`config.mk`:
```
export PLATFORM = sky130hd
export DESIGN_NAME = instr_fetch
export DESIGN_NICKNAME = d
export VERILOG_FILES = /design/src/rtl/instr_fetch.sv
export SDC_FILE = /design/constraint.sdc
export NUM_CORES = 1
export LEC_CHECK = 0
export CORE_MARGIN = 4
export CORE_UTILIZATION = 36
export CTS_CLUSTER_DIAMETER = 80
export DETAILED_ROUTE_END_ITERATION = 10
export PLACE_DENSITY_LB_ADDON = 0.12
export SLEW_MARGIN = 20
export SYNTH_ARGS = -nofsm -noshare
export SYNTH_HDL_FRONTEND = slang
export SYNTH_SLANG_ARGS = --single-unit
```
`constraint.sdc`:
```
create_clock -name Clk -period 1.6 [get_ports Clk]
set_clock_uncertainty 0.1 [all_clocks]
set_input_delay 0.32 -clock Clk [delete_from_list [all_inputs] [get_ports Clk]]
set_output_delay 0.32 -clock Clk [all_outputs]
set_load 0.02 [all_outputs]
```
`src/rtl/instr_fetch.sv`:
```
// ---------------------------------------------------------------------------
// instr_fetch
//
// Instruction fetch stage that sits directly in front of the control decoder.
// It owns the program counter and drives it out as the instruction-memory
// address. It registers the returned word into Instr for the decoder, and
// redirects on taken branches. A redirect squashes the word fetched in the
// same cycle, which costs one bubble. The run is sequenced IDLE -> RUN -> HALT,
// and Done is held high while halted.
//
// Optional feature: define INSTR_FETCH_CYCLE_COUNT_EN to build the saturating
// RUN-cycle counter. Without it, CycleCount is tied to zero.
//
// Ports:
//   Clk         in   1    clock, all state updates on the rising edge
//   Reset       in   1    synchronous active-low reset
//   Start       in   1    begin a run from PC 0 (from IDLE or HALT)
//   Stall       in   1    freeze PC, Instr and InstrValid for the cycle
//   Branch      in   1    decoder flags Instr as a branch
//   Taken       in   1    branch condition true (qualified by Branch)
//   Target      in   PCW  absolute branch target
//   IMemData    in   IW   combinational read data for IMemAddr
//   IMemAddr    out  PCW  current PC
//   Instr       out  IW   registered instruction for the decoder
//   InstrValid  out  1    Instr holds a live instruction
//   Done        out  1    high while in HALT
//   CycleCount  out  32   RUN-cycle counter (zero when the feature is off)
// ---------------------------------------------------------------------------
module instr_fetch #(
    parameter int             IW      = 9,
    parameter int             PCW     = 10,
    parameter logic [IW-1:0]  HALT_OP = 9'h1FF
) (
    input  logic            Clk,
    input  logic            Reset,
    input  logic            Start,
    input  logic            Stall,
    input  logic            Branch,
    input  logic            Taken,
    input  logic [PCW-1:0]  Target,
    input  logic [IW-1:0]   IMemData,
    output logic [PCW-1:0]  IMemAddr,
    output logic [IW-1:0]   Instr,
    output logic            InstrValid,
    output logic            Done,
    output logic [31:0]     CycleCount
);

    typedef enum logic [1:0] {
        IDLE = 2'd0,
        RUN  = 2'd1,
        HALT = 2'd2
    } state_t;

    state_t          state_q, state_d;
    logic [PCW-1:0]  pc_q, pc_d;
    logic [IW-1:0]   instr_q, instr_d;
    logic            valid_q, valid_d;
    logic            done_q, done_d;

    // Halt and branch decisions look at the word already sitting in Instr.
    // Halt outranks a branch flagged in the same cycle.
    logic haltSeen;
    logic branchTaken;

    assign haltSeen    = valid_q && (instr_q == HALT_OP);
    assign branchTaken = valid_q && Branch && Taken;

    // Next-state logic for the fetch sequencer. A stalled RUN cycle keeps
    // every register, so any pending halt or branch is acted on in the first
    // unstalled cycle.
    always_comb begin
        state_d = state_q;
        pc_d    = pc_q;
        instr_d = instr_q;
        valid_d = valid_q;
        done_d  = done_q;

        case (state_q)
            IDLE: begin
                if (Start) begin
                    state_d = RUN;
                    pc_d    = '0;
                    valid_d = 1'b0;
                end
            end

            RUN: begin
                if (!Stall) begin
                    if (haltSeen) begin
                        // PC freezes where it is; nothing more is fetched.
                        state_d = HALT;
                        valid_d = 1'b0;
                        done_d  = 1'b1;
                    end else if (branchTaken) begin
                        // The word read this cycle is on the wrong path, so
                        // it is captured but marked invalid (the bubble).
                        pc_d    = Target;
                        instr_d = IMemData;
                        valid_d = 1'b0;
                    end else begin
                        pc_d    = pc_q + PCW'(1);
                        instr_d = IMemData;
                        valid_d = 1'b1;
                    end
                end
            end

            HALT: begin
                if (Start) begin
                    state_d = RUN;
                    pc_d    = '0;
                    valid_d = 1'b0;
                    done_d  = 1'b0;
                end
            end

            default: begin
                state_d = IDLE;
                pc_d    = '0;
                valid_d = 1'b0;
                done_d  = 1'b0;
            end
        endcase
    end

    // Sequencer registers. Reset wins over every other input.
    always_ff @(posedge Clk) begin
        if (!Reset) begin
            state_q <= IDLE;
            pc_q    <= '0;
            instr_q <= '0;
            valid_q <= 1'b0;
            done_q  <= 1'b0;
        end else begin
            state_q <= state_d;
            pc_q    <= pc_d;
            instr_q <= instr_d;
            valid_q <= valid_d;
            done_q  <= done_d;
        end
    end

    assign IMemAddr   = pc_q;
    assign Instr      = instr_q;
    assign InstrValid = valid_q;
    assign Done       = done_q;

`ifdef INSTR_FETCH_CYCLE_COUNT_EN
    logic [31:0] cnt_q, cnt_d;

    // Counts every cycle spent in RUN, stalls and bubbles included. It
    // saturates at all-ones and is cleared when a halted run restarts.
    always_comb begin
        cnt_d = cnt_q;
        if (state_q == HALT && Start) begin
            cnt_d = '0;
        end else if (state_q == RUN && cnt_q != 32'hFFFF_FFFF) begin
            cnt_d = cnt_q + 32'd1;
        end
    end

    always_ff @(posedge Clk) begin
        if (!Reset) begin
            cnt_q <= '0;
        end else begin
            cnt_q <= cnt_d;
        end
    end

    assign CycleCount = cnt_q;
`else
    assign CycleCount = '0;
`endif

endmodule

```
==> qor_table.md, run 1 <==
| Stage | Quantity | Reported |
|---|---|---|
| status | Status | finished clean |
| cts | Clock slew at reported path FFs | 0.09 ns |
| cts | Number of clock buffers inserted by TritonCTS | 3 |
| routing | Total iterations of the first detailed-routing run | 4 |
| synthesis | Leading cell type by number of instances after synthesis | buf_4 |
| worst setup path | Critical register-to-register path endpoint | IMemAddr[0] |
| cells and area | Area used by multi-input combinational logic | 954.7 um^2 |
| synthesis | Count of synthesis-stage warnings from yosys | 0 |
| routing | Count of unresolved DRC violations after routing | 0 |
| die | Full die area | 0.005240 mm^2 |
| sta | Fin worst setup slack | 0.03660 ns |
| worst setup path | Cell depth of the worst flop-to-flop path | 5 |
| routing | Count of antenna-violating nets left after detailed routing | 0 |
| cells and area | Synth-to-Final Area Change | 55.24% |
| cts | Insertion delay to the later sink of the worst-skew pair | 0.27 ns |
| synthesis | Post-synthesis average cell area | 8.678 um^2 |
| hold path | Class of the most critical hold timing path | flop to flop |
| worst setup path | Critical path required time | 1.65 ns |
| routing | Via count of the routed design | 1520 |
| cells and area | Antenna cells | 0 |
| worst setup path | Buffering stage count on the worst path with inverters included | 2 |
| sta | # setup viols final | 0 |
| synthesis | Number of synthesized register bits | 23 |
| sta | Upper clock frequency limit | 639.6 MHz |
| worst setup path | Slowest cell delay on critical path | 0.41 ns |
| die | Standard-cell rows | 23 |
| synthesis | Yosys top cell area share | 30.85% |
| worst setup path | Chain of cells forming the critical path | clkdlybuf4s50_1, and3_1, buf_4, a311oi_1, a2111oi_2 |
| synthesis | Leading area contributor after synthesis | dfxtp_1 |
| cells and area | Sequential standard cell area | 476.7 um^2 |
| cts | Buffer depth of the longest clock path | 2 |
| global route | Largest net degree at the start of global routing | 14 |
| sta | Total negative slack for setup checks | 0 ns |
| global route | Vias in the first global route | 1478 |
| run | Reported max-cap violation count | 0 |
| sta | Hold Vio Cnt, Final | 0 |
| worst setup path | CP endpoint kind | flop |
| worst setup path | Highest net fanout along the worst path | 11 |
| placed design | Detailed placement HPWL | 3268 um |
| worst setup path | Setup CP Type | primary input to flop |
| cts | Number of buffers inserted by hold repair at cts | 0 |
| sta | RSZ-0062 raised after global routing | yes |
| routing | Routed via count divided by cell count | 4.935 |
| die | Overall die width | 72.39 um |
| synthesis | Cell types occupying the most area after synthesis | dfxtp_1 31%, buf_4 17%, mux2i_1 6.7%, nand2_1 3.8%, nor2_1 3.8% |
| global route | Initial antenna violation count | 0 |
| routing | Per-cell routed wire length | 13.57 um |
| cts | Cell at the root of the clock tree | clkbuf_8 |
| pwr | Total Power Consumption | 0.001336 W |
| worst setup path | Arr. time, crit path | 1.61 ns |
| cells and area | Post-route core utilization | 57.93% |
| cts | CTS tree | built |
| pwr | Power density cells | 576.6 mW/mm^2 |
| routing | Routed WL | 4181 um |
| cells and area | Count of fill cells added during filler insertion | 368 |
| global route | Total grt overflow | 0 |
| global route | Aggregate global-route resource usage | 15.37% |
| placed design | Placement Setup Slack | -0.3847 ns |
| sta | Tcrit/Tclk final | 97.71% |
| worst setup path | Nature of the critical path startpoint | primary input |
| cts | Maximum level of the CTS H-tree | 1 |
| synthesis | Number of synthesized flops with an enable pin | 0 |
| synthesis | Cell variety after synth | 48 |
| hold path | Hold Path Depth | 2 |
| pwr | Leakage | 1.130 nW |
| worst setup path | CP max stage cell | clkdlybuf4s50_1 |
| synthesis | Async set-reset flop share out of synthesis | 0% |
| synthesis | Synth cell count leaders | 33 x buf_4, 23 x dfxtp_1, 15 x nand2_1, 15 x nor2_1, 10 x mux2i_1 |
| worst setup path | Launch point of the worst reg-to-reg path | Instr[4] |
| worst setup path | Top Family by Delay on Critical Path | buffers and inverters |
| die | IO Count | 78 |
| cells and area | Fraction of final layout cells with drive strength greater than 1 | 31.40% |
| hold path | Worst Hold Path EP | Done |
| global route | Wire length of the first global-routing pass | 6555 um |
| routing | Initial DRC count | 63 |
| synthesis | Gate Count Post-Synth | 172 |
| placed design | Number of buffer cells added on primary ports | 45 |
| sta | Worst hold margin | 0.3993 ns |
| synthesis | Most common flop cell mapped by yosys | dfxtp_1 |
| die | Initial Util | 37.32% |
| pwr | Maximum vdd ir drop | 0.0002843 V |
| synthesis | Sequential element share of the synthesized area | 30.85% |
| die | Height of the die | 72.39 um |
| die | Core outline area | 0.004000 mm^2 |
| cts | Count of clock tree sinks | 23 |
| hold path | Start point of the worst hold path | Done |
| synthesis | Netlist Area Pre-Place | 0.001493 mm^2 |
| placed design | Final GP Congestion | 0.8025 |
| worst setup path | R2R setup slack | 0.05 ns |
| sta | Slew Limit Fails | 0 |
| sta | Final critical delay including setup and external delays | 1.563 ns |
| cells and area | Layout Nets | 285 |
## where the power goes
| group | internal [W] | switching [W] | total [W] |
|---|---|---|---|
| combinational | 0.000157 | 0.000192 | 0.000348 |
| clock | 0.000174 | 0.000205 | 0.000379 |
| sequential | 0.000591 | 0.0000172 | 0.000609 |
## worst min-delay path, cell delays in order, from the launching register on
cell and delay, ns:
dfxtp_1 0.34, a31oi_1 0.04, nor2_1 0.09
## timing repair
action	in CTS	in global routing
resized for setup	35	17
setup buffers	5	2
endpoints found under the setup margin	37	20
pin swaps	5	8
## cell families (layout without fill, tap and decap cells)
kind of cell             Yosys count  count (layout)  synth area share (%)
other                              1              32                0.2512
AND/OR/NAND/NOR                   61              61                 23.22
adder cells (fa/ha/maj)            1               1                0.8381
multiplexers                      12              12                 8.215
buffers and inverters             39              94                 18.19
XOR/XNOR                           1               1                0.5869
AO/OA/AOI/OAI                     34              34                 17.85
flip-flops                        23              23                 30.85
## stage by stage
step,std cells,cell area [um^2]
6_report,308,2317
5_1_grt,308,2317
4_1_cts,306,2251
3_5_place_dp,297,2137
3_3_place_gp,297,2137
2_1_floorplan,203,1613
## routing by layer
metal	vias to the layer above	routed length, um	GRT usage, %
met5	-	0	0
met4	0	28	3.893
met3	6	284	4.017
met2	52	2142	27.30
met1	721	1726	18.33
li1	741	-	-
## final cells by class
class	instances	share of cell area, %
timing repair buffer	88	33.21
clock inverter	1	0.2160
inverter	2	0.3240
tap	50	2.700
clock buffer	3	1.782
sequential	23	20.57
multi-input combinational	141	41.20
## state kept, by name, indices dropped and copies added (netlist names)
| name | cells |
|---|---|
| InstrValid | 1 |
| Instr | 9 |
| state_q | 2 |
| IMemAddr | 10 |
| Done | 1 |
## cell usage in the layout, fill, tap and decap left out, types with 2 or more instances in the layout
master / Yosys / routed
nor3_1: 8 / 8
nand2_1: 15 / 14
nand4_4: 1 / 2
clkbuf_8: 0 / 3
dlygate4sd2_1: 0 / 20
dfxtp_1: 23 / 10
conb_1: 1 / 32
o21ai_1: 1 / 3
nand3_1: 5 / 3
buf_6: 0 / 5
o21ai_0: 5 / 3
o221a_1: 2 / 2
nand4_1: 7 / 7
inv_1: 2 / 2
a21oi_1: 3 / 2
a21oi_2: 1 / 2
a31oi_1: 2 / 2
mux2i_1: 10 / 10
o31a_1: 2 / 2
clkdlybuf4s50_1: 0 / 23
nor2_1: 15 / 14
o221ai_1: 3 / 2
o211ai_1: 2 / 2
mux2_2: 2 / 2
nand3_2: 0 / 2
buf_4: 33 / 38
dfxtp_2: 0 / 13
## worst max path at each step
stage / startpoint / end / slack [ns] / cells past startpoint
after floorplan: IMemAddr[0] / IMemAddr[4] / 0.002 / 5
after global placement: Instr[4] / Instr[0] / -0.30 / 4
after detailed placement: Instr[7] / Instr[1] / -0.38 / 4
after CTS: IMemAddr[0] / IMemAddr[4] / 0.0005 / 5
after global routing: Instr[4] / Instr[5] / -0.03 / 6
final: Taken / IMemAddr[4] / 0.04 / 5
Note: power is estimated with default switching activity, not from simulation.
==> run 2: changes to the inputs <==
--- a/config.mk
+++ b/config.mk
@@ -6,7 +6,8 @@
 export NUM_CORES = 1
 export LEC_CHECK = 0
 export CORE_MARGIN = 4
-export CORE_UTILIZATION = 36
+export CORE_UTILIZATION = 37
+export CTS_BUF_LIST = sky130_fd_sc_hd__clkbuf_16
 export CTS_CLUSTER_DIAMETER = 80
 export DETAILED_ROUTE_END_ITERATION = 10
 export PLACE_DENSITY_LB_ADDON = 0.12
==> constraint.sdc (replaced) <==
create_clock -name Clk -period 1.9 [get_ports Clk]
set_clock_uncertainty 0.1 [all_clocks]
set_input_delay 0.38 -clock Clk [delete_from_list [all_inputs] [get_ports Clk]]
set_output_delay 0.38 -clock Clk [all_outputs]
set_load 0.02 [all_outputs]
==> run 2 against run 1 <==
  * Non-clock buffer count down 22
  * Combinational power down 23%
  * Highest routed layer unchanged
  * Design area shrank 9.0%
  * Worst setup slack improved by 0.0080 ns
  * Critical endpoint is now Instr[7]
  * Critical path depth fell by 3
  * Utilization is 2.0 points lower
  * Clock power grew 20%
==> qor_table.md, run 2 (synthesis gave the netlist of run 1 again) <==
| Stage | Quantity | Reported |
|---|---|---|
| sta | Upper clock frequency limit | 539.0 MHz |
| pwr | P_sw | 0.0003330 W |
| routing | Total iterations of the first detailed-routing run | 4 |
| cells and area | Flip-flop count of the largest register after layout | 10 |
| global route | Vias in the first global route | 1280 |
| sta | Slew margin rel. | 56.54% |
| die | Standard-cell rows | 22 |
| sta | Final critical delay including setup and external delays | 1.855 ns |
| routing | Routed via count divided by cell count | 4.954 |
| pwr | Leakage | 0.9177 nW |
| status | Status | finished clean |
| die | Core outline area | 0.003771 mm^2 |
| worst setup path | Nature of the critical path startpoint | flop |
| cts | Number of buffers inserted by hold repair at cts | 0 |
| sta | RSZ-0062 raised after global routing | no |
| cells and area | Post-route core utilization | 55.94% |
| worst setup path | CP max stage cell | clkdlybuf4s50_1 |
| cells and area | Synth-to-Final Area Change | 41.32% |
| global route | Wire length of the first global-routing pass | 5761 um |
| worst setup path | Buffering stage count on the worst path with inverters included | 2 |
| global route | Total grt overflow | 0 |
| worst setup path | Highest net fanout along the worst path | 2 |
| worst setup path | Top Family by Delay on Critical Path | buffers and inverters |
| cts | Maximum level of the CTS H-tree | 1 |
| pwr | Portion of total power attributed to combinational logic | 21.7% |
| die | Full die area | 0.005114 mm^2 |
| pwr | Power density cells | 583.0 mW/mm^2 |
| die | Overall die width | 71.52 um |
| worst setup path | CP endpoint kind | output pin |
| placed design | Number of buffer cells added on primary ports | 45 |
| cells and area | Most used cells in the layout excluding fill and tap cells | 44 x clkdlybuf4s50_1, 32 x conb_1, 23 x dfxtp_1 |
| worst setup path | Arr. time, crit path | 1.38 ns |
| cells and area | Fraction of final layout cells with drive strength greater than 1 | 16.10% |
| cells and area | Layout Nets | 263 |
| placed design | Detailed placement HPWL | 3012 um |
| die | IO Count | 78 |
| routing | Routed WL | 3813 um |
| sta | # setup viols final | 0 |
| sta | Tcrit/Tclk final | 97.65% |
| worst setup path | Setup CP Type | flop to output pin |
| sta | Slew Limit Fails | 0 |
| pwr | Maximum vdd ir drop | 0.0003132 V |
| sta | Hold Vio Cnt, Final | 0 |
| cts | Count of clock tree sinks | 23 |
| cells and area | Most common library cell in the layout ignoring fill and taps | clkdlybuf4s50_1 |
| cts | CTS tree | built |
| cts | Number of clock buffers inserted by TritonCTS | 3 |
| global route | Aggregate global-route resource usage | 13.72% |
| global route | Largest net degree at the start of global routing | 16 |
| worst setup path | Chain of cells forming the critical path | buf_4, clkdlybuf4s50_1 |
| die | Height of the die | 71.52 um |
| global route | Initial antenna violation count | 0 |
| routing | Count of unresolved DRC violations after routing | 0 |
| cts | Clock slew at reported path FFs | 0.06 ns |
| routing | Per-cell routed wire length | 13.43 um |
| routing | Initial DRC count | 120 |
| placed design | Final GP Congestion | 0.8595 |
| routing | Count of antenna-violating nets left after detailed routing | 0 |
| cts | Insertion delay to the later sink of the worst-skew pair | 0.25 ns |
| sta | Slew at the pin closest to its max-slew limit | 0.6520 ns |
| cts | Buffer depth of the longest clock path | 2 |
| cells and area | Antenna cells | 0 |
| hold path | Class of the most critical hold timing path | flop to flop |
| routing | Via count of the routed design | 1407 |
| pwr | Switching Share | 27.08% |
| pwr | Proportion of power drawn by the clock network | 36.8% |
| worst setup path | Slowest cell delay on critical path | 0.60 ns |
| cts | Cell at the root of the clock tree | clkbuf_16 |
| die | Initial Util | 39.58% |
| pwr | Power share of the sequential group | 41.5% |
| run | Reported max-cap violation count | 0 |
| pwr | Internal power | 0.0008968 W |
| sta | Total negative slack for setup checks | 0 ns |
| worst setup path | Critical path required time | 1.42 ns |
==> run 2: worst register-to-register path, cell delays in order, from the launching register on <==
cell and delay [ns]:
dfxtp_1 0.37, ha_1 0.25, and4_1 0.25, o21ai_0 0.22, a211oi_2 0.11, a2111oi_2 0.32
==> run 2: worst paths after layout <==
path / start / depth (start not counted) / slack [ns] / to
setup / recovery: Instr[7] / 2 / 0.04 / Instr[7]
hold / removal: IMemAddr[9] / 2 / 0.41 / IMemAddr[9]
setup reg to reg: IMemAddr[1] / 5 / 0.18 / IMemAddr[4]
hold reg to reg: IMemAddr[9] / 2 / 0.41 / IMemAddr[9]
==> run 2: power groups by stage <==
stage	Sequential (W)	Combinational [W]	Clock (W)
4_1_cts	0.000511	0.000266	0.000467
3_3_place_gp	0.000520	0.000262	0
2_1_floorplan	0.000537	0.000177	0
3_5_place_dp	0.000521	0.000264	0
6_report	0.000511	0.000267	0.000453
5_1_grt	0.000512	0.000285	0.000492
==> run 2: timing repair <==
action | in CTS | in global routing
endpoints found under the hold margin | 0 | 0
setup buffers | 0 | 0
setup endpoints to repair | 10 | 1
resized for setup | 1 | 1
==> run 2: per-stage QoR <==
| step | cells | setup slack [ns] | hold slack (ns) | total power (W) | instance area, um^2 |
|---|---|---|---|---|---|
| after floorplan | 203 | 0.2346 | 0.4239 | 0.0007133 | 1609 |
| after global placement | 280 | -0.05481 | 0.3753 | 0.0007819 | 2018 |
| after detailed placement | 280 | -0.08760 | 0.3978 | 0.0007849 | 2018 |
| after CTS | 284 | 0.03584 | 0.4117 | 0.001244 | 2107 |
| after global routing | 284 | 0.003934 | 0.4392 | 0.001290 | 2110 |
| final | 284 | 0.04458 | 0.4062 | 0.001230 | 2110 |
==> run 2: final cells by class <==
| type | count | area (um^2) |
|---|---|---|
| fill | 339 | 1662 |
| inverter | 2 | 7.507 |
| sequential | 23 | 460.4 |
| clock buffer | 3 | 75.07 |
| clock inverter | 1 | 5.005 |
| timing repair buffer | 66 | 610.6 |
| multi-input combinational | 141 | 890.9 |
| tap | 48 | 60.06 |
==> run 2: metal layers <==
layer,wire length (um),vias to the layer above,track usage [%],part of all wire [%]
li1,-,699,-,-
met1,1655,649,17.67,43
met2,1808,57,22.65,47
met3,333,2,3.647,8.7
met4,17,0,3.549,0.45
met5,0,-,0,0
==> run 3: changes to the inputs <==
--- a/config.mk
+++ b/config.mk
@@ -5,7 +5,7 @@
 export SDC_FILE = /design/constraint.sdc
 export NUM_CORES = 1
 export LEC_CHECK = 0
-export CORE_MARGIN = 4
+export CORE_MARGIN = 1.5
 export CORE_UTILIZATION = 37
 export CTS_BUF_LIST = sky130_fd_sc_hd__clkbuf_16
 export CTS_CLUSTER_DIAMETER = 80
==> run 3 against run 2 <==
  * Worst setup slack better by 0.015 ns
  * Via count increased by 1.0%
  * Global-route usage increased by 3.3 points
  * Utilization is 0.86 points lower
  * Critical path type unchanged
  * Count of clock-buffer cells in the layout unchanged
  * Critical endpoint is now IMemAddr[2]
  * Total power fell by 0.33%
  * Non-clock buffer count shrank 4
  * Sequential share of layout area grew 0.34 points
  * Design area is 1.5% lower
==> qor_table.md, run 3 (synthesis gave the netlist of run 1 again) <==
| Stage | Quantity | Reported |
|---|---|---|
| routing | Total iterations of the first detailed-routing run | 4 |
| worst setup path | Critical register-to-register path endpoint | IMemAddr[3] |
| routing | Initial DRC count | 138 |
| worst setup path | Cell depth of the worst flop-to-flop path | 5 |
| sta | Final critical delay including setup and external delays | 1.840 ns |
| status | Status | finished clean |
| cells and area | Post-route core utilization | 55.08% |
| global route | Vias in the first global route | 1291 |
| global route | Largest net degree at the start of global routing | 14 |
| worst setup path | CP endpoint kind | output pin |
| global route | Wire length of the first global-routing pass | 5865 um |
| cts | Count of clock tree sinks | 23 |
| worst setup path | Highest net fanout along the worst path | 8 |
| die | IO Count | 78 |
| die | Standard-cell rows | 22 |
| cts | CTS tree | built |
| sta | Slew Limit Fails | 0 |
| sta | Slew margin rel. | 56.57% |
| global route | Aggregate global-route resource usage | 16.99% |
| pwr | Power share of the sequential group | 41.8% |
| die | Overall die width | 66.52 um |
| pwr | Power density cells | 590.1 mW/mm^2 |
| die | Height of the die | 66.52 um |
| die | Full die area | 0.004424 mm^2 |
| pwr | Internal power | 0.0008930 W |
| cts | Clock slew at reported path FFs | 0.06 ns |
| pwr | P_sw | 0.0003327 W |
| sta | Tcrit/Tclk final | 96.84% |
| routing | Count of antenna-violating nets left after detailed routing | 0 |
| routing | Per-cell routed wire length | 12.69 um |
| pwr | Switching Share | 27.14% |
| worst setup path | Nature of the critical path startpoint | flop |
| worst setup path | R2R setup slack | 0.16 ns |
| cells and area | Antenna cells | 0 |
| cts | Maximum level of the CTS H-tree | 1 |
| placed design | Number of buffer cells added on primary ports | 45 |
| pwr | Portion of total power attributed to combinational logic | 21.1% |
| worst setup path | Arr. time, crit path | 1.36 ns |
| hold path | Class of the most critical hold timing path | flop to flop |
| pwr | Total Power Consumption | 0.001226 W |
| global route | Initial antenna violation count | 0 |
| worst setup path | Critical path startpoint | IMemAddr[2] |
| worst setup path | CP max stage cell | clkdlybuf4s50_1 |
| worst setup path | Critical path required time | 1.42 ns |
| cts | Number of buffers inserted by hold repair at cts | 0 |
| worst setup path | Top Family by Delay on Critical Path | buffers and inverters |
| cells and area | Number of cells in the finished layout apart from fillers | 280 |
| cells and area | Most used cells in the layout excluding fill and tap cells | 45 x clkdlybuf4s50_1, 32 x conb_1, 23 x dfxtp_1 |
| placed design | Detailed placement HPWL | 2771 um |
| sta | Upper clock frequency limit | 543.5 MHz |
| cells and area | Area of all placed cells without fillers | 0.002077 mm^2 |
| routing | Routed WL | 3554 um |
| run | Reported max-cap violation count | 0 |
| pwr | Maximum vdd ir drop | 0.0005464 V |
| routing | Count of unresolved DRC violations after routing | 0 |
| worst setup path | Timing endpoint of the critical path | IMemAddr[2] |
| worst setup path | Critical path depth in cells | 1 |
| cells and area | Count of fill cells added during filler insertion | 348 |
| placed design | # placed instances | 276 |
| worst setup path | Buffering stage count on the worst path with inverters included | 1 |
| placed design | Final GP Congestion | 0.8549 |
| cells and area | Most common library cell in the layout ignoring fill and taps | clkdlybuf4s50_1 |
| cts | Buffer depth of the longest clock path | 2 |
| sta | Hold Vio Cnt, Final | 0 |
| cts | Post-CTS Repair Setup Buffers | 0 |
| sta | Worst hold margin | 0.4117 ns |
| placed design | Post-place instance area | 0.001988 mm^2 |
| worst setup path | Launch point of the worst reg-to-reg path | Instr[5] |
| sta | # setup viols final | 0 |
| die | Core outline area | 0.003771 mm^2 |
| sta | Slew at the pin closest to its max-slew limit | 0.6514 ns |
| cts | Insertion delay to the later sink of the worst-skew pair | 0.25 ns |
| cells and area | Flip-flop count of the largest register after layout | 10 |
| global route | Total grt overflow | 0 |
| worst setup path | Setup CP Type | flop to output pin |
| routing | Via count of the routed design | 1421 |
| cells and area | Synth-to-Final Area Change | 39.14% |
| routing | Routed via count divided by cell count | 5.075 |
| cts | Cell at the root of the clock tree | clkbuf_16 |
| cts | Number of clock buffers inserted by TritonCTS | 3 |
| cells and area | Layout Nets | 259 |
| pwr | Leakage | 0.8769 nW |
| worst setup path | Chain of cells forming the critical path | clkdlybuf4s50_1 |
| die | Initial Util | 39.58% |
| pwr | Proportion of power drawn by the clock network | 37.1% |
| sta | RSZ-0062 raised after global routing | no |
| cells and area | Fraction of final layout cells with drive strength greater than 1 | 14.66% |
| worst setup path | Slowest cell delay on critical path | 0.65 ns |
| cts | Count of instances resized after the clock tree is built | 1 |
-- run 3: cell types whose count changed in the layout (fill, tap and decap cells not counted), sizes merged --
| cell | change |
|---|---|
| clkdlybuf4s50 | +1 |
| dlymetal6s2s | -1 |
| buf | -4 |
-- run 3: per-stage QoR --
step	worst slack, ns	TNS (ns)
2_1_floorplan	0.2346	0
3_3_place_gp	-0.05238	-0.3285
3_5_place_dp	-0.09054	-1.029
4_1_cts	0.05670	0
5_1_grt	0.003430	0
6_report	0.06001	0
-- run 3: worst min-delay path by stage --
stage | slack (ns) | cells after the start | to | from
after floorplan | 0.42 | 2 | Instr[0] | IMemData[0]
after global placement | 0.37 | 2 | Done | Done
after detailed placement | 0.39 | 2 | Done | Done
after CTS | 0.41 | 2 | Done | Done
after global routing | 0.44 | 2 | IMemAddr[9] | IMemAddr[9]
final | 0.41 | 2 | Done | Done
-- run 3: layer usage --
metal / up-vias / global-route usage (%) / part of all wire [%]
met1: 659 / 21.67 / 43
met4: 0 / 3.827 / 0.96
met5: - / 0 / 0
li1: 693 / - / -
met3: 4 / 3.885 / 6.4
met2: 65 / 29.00 / 49
-- run 3: layout make-up --
cell class / instances / area [um^2] / area share [%]
timing repair buffer: 62 / 578.1 / 27.83
tap: 48 / 60.06 / 2.892
inverter: 2 / 7.507 / 0.3614
multi-input combinational: 141 / 890.9 / 42.89
sequential: 23 / 460.4 / 22.17
clock inverter: 1 / 5.005 / 0.2410
clock buffer: 3 / 75.07 / 3.614
-- run 3: power by group through the flow --
stage          Clock [W]  Combinational, W  Sequential, W
2_1_floorplan          0          0.000177       0.000537
3_3_place_gp           0          0.000256       0.000522
3_5_place_dp           0          0.000257       0.000522
4_1_cts         0.000468          0.000259       0.000512
5_1_grt         0.000488          0.000281       0.000514
6_report        0.000455          0.000259       0.000512
